<file path="config.mk">
export PLATFORM = sky130hd
export DESIGN_NAME = dmem_arbiter
export DESIGN_NICKNAME = d
export VERILOG_FILES = /design/src/rtl/dmem_arb_pkg.sv /design/src/rtl/dmem_rr_arbiter.sv /design/src/rtl/dmem_arbiter.sv
export SDC_FILE = /design/constraint.sdc
export NUM_CORES = 1
export LEC_CHECK = 0
export ABC_AREA = 1
export BUFFER_PORTS_ARGS = -buffer_cell sky130_fd_sc_hd__buf_2
export CAP_MARGIN = 15
export CORE_ASPECT_RATIO = 1.25
export CORE_MARGIN = 1
export CORE_UTILIZATION = 40
export DETAILED_ROUTE_END_ITERATION = 6
export PLACE_DENSITY_LB_ADDON = 0.3
export SLEW_MARGIN = 25
export SYNTH_ARGS = -nofsm -noshare
export SYNTH_HDL_FRONTEND = slang
export SYNTH_HIERARCHICAL = 1
export SYNTH_SLANG_ARGS = --single-unit
</file>
<file path="constraint.sdc">
create_clock -name clk -period 4.3 [get_ports clk]
set_clock_uncertainty 0.15 [all_clocks]
set_input_delay 1.29 -clock clk [delete_from_list [all_inputs] [get_ports clk]]
set_output_delay 1.29 -clock clk [all_outputs]
set_load 0.05 [all_outputs]
</file>
<file path="src/rtl/dmem_arb_pkg.sv">
// dmem_arb_pkg
//   Shared types for the data-memory arbiter: sequencer states, requester
//   ids, RV32I load/store funct3 codes, the latched request record and the
//   command-fault classifier used when misalignment checking is built in.
package dmem_arb_pkg;

    localparam int DMEM_ADDR_W = 12;

    typedef enum logic [1:0] {
        IDLE   = 2'd0,
        ACCESS = 2'd1,
        RESP   = 2'd2
    } state_e;

    typedef enum logic {
        PORT_C = 1'b0,
        PORT_D = 1'b1
    } owner_e;

    localparam logic [2:0] F3_LB  = 3'b000;
    localparam logic [2:0] F3_LH  = 3'b001;
    localparam logic [2:0] F3_LW  = 3'b010;
    localparam logic [2:0] F3_LBU = 3'b100;
    localparam logic [2:0] F3_LHU = 3'b101;
    localparam logic [2:0] F3_SB  = 3'b000;
    localparam logic [2:0] F3_SH  = 3'b001;
    localparam logic [2:0] F3_SW  = 3'b010;

    typedef struct packed {
        logic                   we;
        logic [DMEM_ADDR_W-1:0] addr;
        logic [31:0]            wdata;
        logic [2:0]             funct3;
    } req_t;

    // A command faults on an encoding the access kind does not support, or
    // on a halfword/word access that is not naturally aligned. funct3[1:0]
    // gives the size for both loads and stores (01 = half, 10 = word).
    function automatic logic cmd_faults(input req_t cmd);
        logic bad_f3;
        logic bad_align;
        if (cmd.we) begin
            bad_f3 = !(cmd.funct3 inside {F3_SB, F3_SH, F3_SW});
        end else begin
            bad_f3 = !(cmd.funct3 inside {F3_LB, F3_LH, F3_LW, F3_LBU, F3_LHU});
        end
        bad_align = ((cmd.funct3[1:0] == 2'b01) && cmd.addr[0]) ||
                    ((cmd.funct3[1:0] == 2'b10) && (cmd.addr[1:0] != 2'b00));
        return bad_f3 || bad_align;
    endfunction

endpackage

</file>
<file path="src/rtl/dmem_rr_arbiter.sv">
// dmem_rr_arbiter
//   Pure combinational two-way round-robin grant. The priority pointer is
//   owned by the parent, which advances it after each grant.
// Ports:
//   en       in   grants allowed this cycle
//   c_valid  in   port C requesting
//   d_valid  in   port D requesting
//   prio     in   port that wins a tie
//   grant    out  one-hot grant, bit 0 = C, bit 1 = D
module dmem_rr_arbiter
    import dmem_arb_pkg::*;
(
    input  logic       en,
    input  logic       c_valid,
    input  logic       d_valid,
    input  owner_e     prio,
    output logic [1:0] grant
);

    // NOTE: every output of a combinational block gets a default on entry,
    // otherwise paths that skip an assignment infer a latch.
    always_comb begin
        grant = 2'b00;
        if (en) begin
            if (c_valid && d_valid) begin
                grant = (prio == PORT_D) ? 2'b10 : 2'b01;
            end else begin
                grant = {d_valid, c_valid};
            end
        end
    end

endmodule

</file>
<file path="src/rtl/dmem_arbiter.sv">
// dmem_arbiter
//   Shares a single-ported data memory between the CPU load/store port (C)
//   and the boot-loader/DMA port (D). Each grant runs accept -> access ->
//   respond; the response is registered and held until the owner takes it.
// Build option:
//   DMEM_ARB_MISALIGN_CHECK_EN  classify each accepted command; faulting
//                               commands skip memory and respond with err.
// Ports:
//   clk, rst                 clock, synchronous active-high reset
//   {c,d}_req_*              request channel (valid/ready, we, addr, wdata, funct3)
//   {c,d}_rsp_*              response channel (valid/ready, rdata, err)
//   mem_wr, mem_read         memory strobes, only in the access cycle
//   mem_addr/wdata/funct3    latched command presented to memory
//   mem_rdata                combinational read data from memory
//   busy                     sequencer not idle
module dmem_arbiter
    import dmem_arb_pkg::*;
#(
    parameter int ADDR_W = DMEM_ADDR_W
) (
    input  logic              clk,
    input  logic              rst,
    input  logic              c_req_valid,
    output logic              c_req_ready,
    input  logic              c_req_we,
    input  logic [ADDR_W-1:0] c_req_addr,
    input  logic [31:0]       c_req_wdata,
    input  logic [2:0]        c_req_funct3,
    output logic              c_rsp_valid,
    input  logic              c_rsp_ready,
    output logic [31:0]       c_rsp_rdata,
    output logic              c_rsp_err,
    input  logic              d_req_valid,
    output logic              d_req_ready,
    input  logic              d_req_we,
    input  logic [ADDR_W-1:0] d_req_addr,
    input  logic [31:0]       d_req_wdata,
    input  logic [2:0]        d_req_funct3,
    output logic              d_rsp_valid,
    input  logic              d_rsp_ready,
    output logic [31:0]       d_rsp_rdata,
    output logic              d_rsp_err,
    output logic              mem_wr,
    output logic              mem_read,
    output logic [ADDR_W-1:0] mem_addr,
    output logic [31:0]       mem_wdata,
    output logic [2:0]        mem_funct3,
    input  logic [31:0]       mem_rdata,
    output logic              busy
);

    state_e      state_q, state_d;
    owner_e      prio_q, prio_d;
    owner_e      owner_q, owner_d;
    req_t        cmd_q, cmd_d;
    logic [31:0] rdata_q, rdata_d;
    logic        err_q, err_d;

    logic [1:0]  grant;
    req_t        c_cmd, d_cmd, win_cmd;
    logic        owner_rsp_ready;
    logic        access_ok;
    logic        rsp_active;

    assign c_cmd = '{we: c_req_we, addr: c_req_addr, wdata: c_req_wdata, funct3: c_req_funct3};
    assign d_cmd = '{we: d_req_we, addr: d_req_addr, wdata: d_req_wdata, funct3: d_req_funct3};

    dmem_rr_arbiter u_rr (
        .en      ((state_q == IDLE) && !rst),
        .c_valid (c_req_valid),
        .d_valid (d_req_valid),
        .prio    (prio_q),
        .grant   (grant)
    );

    assign owner_rsp_ready = (owner_q == PORT_D) ? d_rsp_ready : c_rsp_ready;

    always_comb begin
        state_d = state_q;
        prio_d  = prio_q;
        owner_d = owner_q;
        cmd_d   = cmd_q;
        rdata_d = rdata_q;
        err_d   = err_q;
        win_cmd = grant[1] ? d_cmd : c_cmd;
        unique case (state_q)
            IDLE: begin
                if (grant != 2'b00) begin
                    owner_d = grant[1] ? PORT_D : PORT_C;
                    // The loser of this grant wins the next tie.
                    prio_d  = grant[1] ? PORT_C : PORT_D;
                    cmd_d   = win_cmd;
`ifdef DMEM_ARB_MISALIGN_CHECK_EN
                    err_d   = cmd_faults(win_cmd);
`else
                    err_d   = 1'b0;
`endif
                    state_d = ACCESS;
                end
            end
            ACCESS: begin
                // Stores and rejected commands answer with zero data.
                rdata_d = (cmd_q.we || err_q) ? 32'h0 : mem_rdata;
                state_d = RESP;
            end
            RESP: begin
                if (owner_rsp_ready) begin
                    state_d = IDLE;
                end
            end
            default: state_d = IDLE;
        endcase
    end

    // NOTE: state registers use non-blocking assignments so every flop
    // samples the pre-edge values regardless of statement order.
    always_ff @(posedge clk) begin
        if (rst) begin
            state_q <= IDLE;
            prio_q  <= PORT_C;
            owner_q <= PORT_C;
            cmd_q   <= '0;
            rdata_q <= 32'h0;
            err_q   <= 1'b0;
        end else begin
            state_q <= state_d;
            prio_q  <= prio_d;
            owner_q <= owner_d;
            cmd_q   <= cmd_d;
            rdata_q <= rdata_d;
            err_q   <= err_d;
        end
    end

    // NOTE: reset is synchronous for the state, but it also gates every
    // output directly so a reset landing on the access cycle cannot let a
    // store strobe reach memory.
    assign access_ok   = !rst && (state_q == ACCESS) && !err_q;
    assign mem_wr      = access_ok && cmd_q.we;
    assign mem_read    = access_ok && !cmd_q.we;
    assign mem_addr    = rst ? '0 : cmd_q.addr;
    assign mem_wdata   = rst ? 32'h0 : cmd_q.wdata;
    assign mem_funct3  = rst ? 3'b000 : cmd_q.funct3;

    assign c_req_ready = grant[0];
    assign d_req_ready = grant[1];

    assign rsp_active  = !rst && (state_q == RESP);
    assign c_rsp_valid = rsp_active && (owner_q == PORT_C);
    assign d_rsp_valid = rsp_active && (owner_q == PORT_D);
    assign c_rsp_rdata = c_rsp_valid ? rdata_q : 32'h0;
    assign d_rsp_rdata = d_rsp_valid ? rdata_q : 32'h0;
    assign c_rsp_err   = c_rsp_valid && err_q;
    assign d_rsp_err   = d_rsp_valid && err_q;

    assign busy        = !rst && (state_q != IDLE);

endmodule
</file>
==> key figures <==
Run status
  • Outcome: completed

STA
  • Final period util: 0.8967
  • Fmax achieved: 0.2593 GHz
  • RSZ-0062 raised after global routing: no
  • Final min period: 3856 ps
  • Slew @ Worst Pin: 952.8 ps
  • # setup viols final: 0
  • Fin. max-slew vios: 0
  • Setup TNS: 0 ps
  • Slew margin rel.: 0.3625
  • Final hold vios: 0
  • Hold WS: 312.9 ps

Global route
  • Largest net degree at the start of global routing: 58
  • Tot GR Track Use: 0.2113
  • Initial antenna violation count: 0
  • Grt total ovfl: 0
  • Vias in the first global route: 4229
  • Global-route wire length before repair: 18900 µm

Yosys
  • Cell Area, Synth: 0.004403 mm²
  • Syn Inst Count: 748
  • Post-synthesis area per instance: 5.886 µm²
  • Synth unique cells: 19
  • Sequential-to-total area share from yosys stat: 0.3819
  • Synthesis Warnings: 6
  • Yosys reg bits: 84

Clocking
  • CTS H-Tree Depth: 3
  • Post-CTS sizing: 0
  • CTS Sinks: 84
  • Worst-path clk slew: 50 ps
  • CTS tree: yes
  • Post-CTS setup buffers: 0
  • Root buf cell: clkbuf_16
  • Cts hold-fix bufs: 0
  • Max clock buf depth: 2
  • Worst skew pair latency: 330 ps
  • Total clock buffers created by CTS: 9

Floorplan
  • Die H: 119.3 µm
  • CORE AREA: 0.01067 mm²
  • Die area: 0.01143 mm²
  • Die extent in x: 95.84 µm
  • Rows: 42
  • Starting Density: 0.4127
  • Ports: 254

Detailed routing
  • DRC: 0
  • Vias after detailed routing: 4926
  • Vias/cell: 4.454
  • DR WL/cell: 10.74 µm
  • Routed Antenna Nets: 0
  • Pre-Repair DR Iteration Count: 5
  • Final wirelength: 11880 µm
  • First DRT Iteration DRCs: 166

Hold path
  • Hold Path Sink: cmd_q[46]
  • Hold crit path type: reg -> reg
  • Worst Min Path Start: cmd_q[46]
  • Hold path cells: 2

Critical path
  • Critical path arrival: 2420 ps
  • Worst setup SP type: input pin
  • RR Endpoint: cmd_q[1]
  • Crit path required time: 2860 ps
  • Reg2reg start: state_q[0]
  • Critical path fanouts, max: 33
  • Critical path endpoint category: primary output
  • Reg2Reg Setup Slack: 1590 ps
  • Worst setup path class: in -> out
  • R2r worst-path depth: 11

Power
  • PwrDens: 329.7 mW/mm²
  • Flop pwr share: 0.444
  • Comb power frac: 0.219
  • Internal: 1.347 mW
  • NetSw: 597.8 µW
  • Clock Power Share: 0.338
  • Switching Fraction: 0.3074
  • Pleak: 3.178 nW
  • VDD IR max: 0.0002226 V

Layout
  • Layout area overhead: 33.99%
  • Ant diodes: 0
  • Nets@finish: 1106
  • Final core utilization: 0.5530
  • Layout cells sized above 1: 0.2916

Place
  • Post-detail-place hpwl: 8633 µm
  • Port Buffers: 251
  • GPL Wtd Cong: 0.7811

Run
  • Maxcap violations: 0
## logic make-up (layout without fill, tap and decap cells)
logic type      after synthesis  count (layout)  synth area share
buf+inv                     139             364            0.1392
simple gates                471             471            0.4177
compound gates               53              53           0.06024
other cells                   1               2         0.0008517
flops                        84              84            0.3819
## synthesized netlist by cell type (all sizes together)
| library cell | n | area, µm² |
|---|---|---|
| buf | 37 | 230.2 |
| clkbuf | 12 | 45.04 |
| nor2 | 118 | 452.9 |
| a21oi | 53 | 265.3 |
| dfxtp | 84 | 1682 |
| nand2 | 315 | 1185 |
| nor3 | 1 | 5.000 |
| nand3 | 36 | 190.2 |
| conb | 1 | 3.750 |
| nand4 | 1 | 6.260 |
| inv | 90 | 337.8 |
## how the worst max path moves through the flow
stage / to / start / slack, ps
2_1_floorplan: c_req_ready / rst / 130
3_3_place_gp: d_rsp_rdata[22] / rst / 480
3_5_place_dp: d_rsp_rdata[4] / rst / 450
4_1_cts: d_rsp_rdata[4] / rst / 450
5_1_grt: c_rsp_rdata[12] / rst / 320
6_report: d_rsp_rdata[4] / rst / 440
## through the flow
step / setup WS (ps) / std cells / power [mW] / area, µm²
floorplan: 130.8 / 749 / 1.186 / 4407
global placement: 479.9 / 1093 / 1.305 / 5654
detailed placement: 449.6 / 1093 / 1.310 / 5654
CTS: 448.0 / 1106 / 1.974 / 5899
global route: 315.5 / 1106 / 2.064 / 5899
finish: 444.1 / 1106 / 1.945 / 5899
## layout make-up
type / count / area [µm²]
fill: 1141 / 4768
multi-input combinational: 526 / 2123
sequential: 84 / 1682
timing repair buffer: 261 / 1346
inverter: 90 / 337.8
clock buffer: 9 / 225.2
tap: 132 / 165.2
clock inverter: 4 / 20.02
## power groups by stage
stage,combinational [mW],clock (mW),sequential [mW]
final,0.426,0.657,0.863
after global routing,0.476,0.718,0.870
after CTS,0.431,0.680,0.863
after detailed placement,0.430,0,0.879
after global placement,0.428,0,0.877
after floorplan,0.313,0,0.873
## worst max-delay path: stages
cell,delay (ps)
buf_4,120
inv_2,230
nand3_2,100
buf_4,240
nor2_1,140
buf_2,280
## state kept, by name (all words and copies together) (netlist names)
register	count
owner_q	1
rdata_q	32
state_q	2
cmd_q	48
prio_q	1
## layout by cell type, fill, tap and decap left out
| cell type | instances |
|---|---|
| a21oi_1 | 52 |
| a21oi_4 | 1 |
| buf_12 | 1 |
| buf_2 | 250 |
| buf_4 | 10 |
| clkbuf_16 | 9 |
| clkinv_2 | 4 |
| conb_1 | 2 |
| dfxtp_1 | 84 |
| inv_1 | 86 |
| inv_2 | 4 |
| nand2_1 | 314 |
| nand2_2 | 1 |
| nand3_1 | 34 |
| nand3_2 | 2 |
| nand4_1 | 1 |
| nor2_1 | 116 |
| nor2_2 | 1 |
| nor2_4 | 1 |
| nor3_1 | 1 |
## layer usage
layer | up-vias | part of all wire | track usage
met2 | 169 | 0.50 | 0.3830
li1 | 2653 | - | -
met4 | 0 | 0.029 | 0.09515
met1 | 2079 | 0.40 | 0.2205
met3 | 25 | 0.070 | 0.05811
met5 | - | 0 | 0
(Power assumes the default switching activity.)
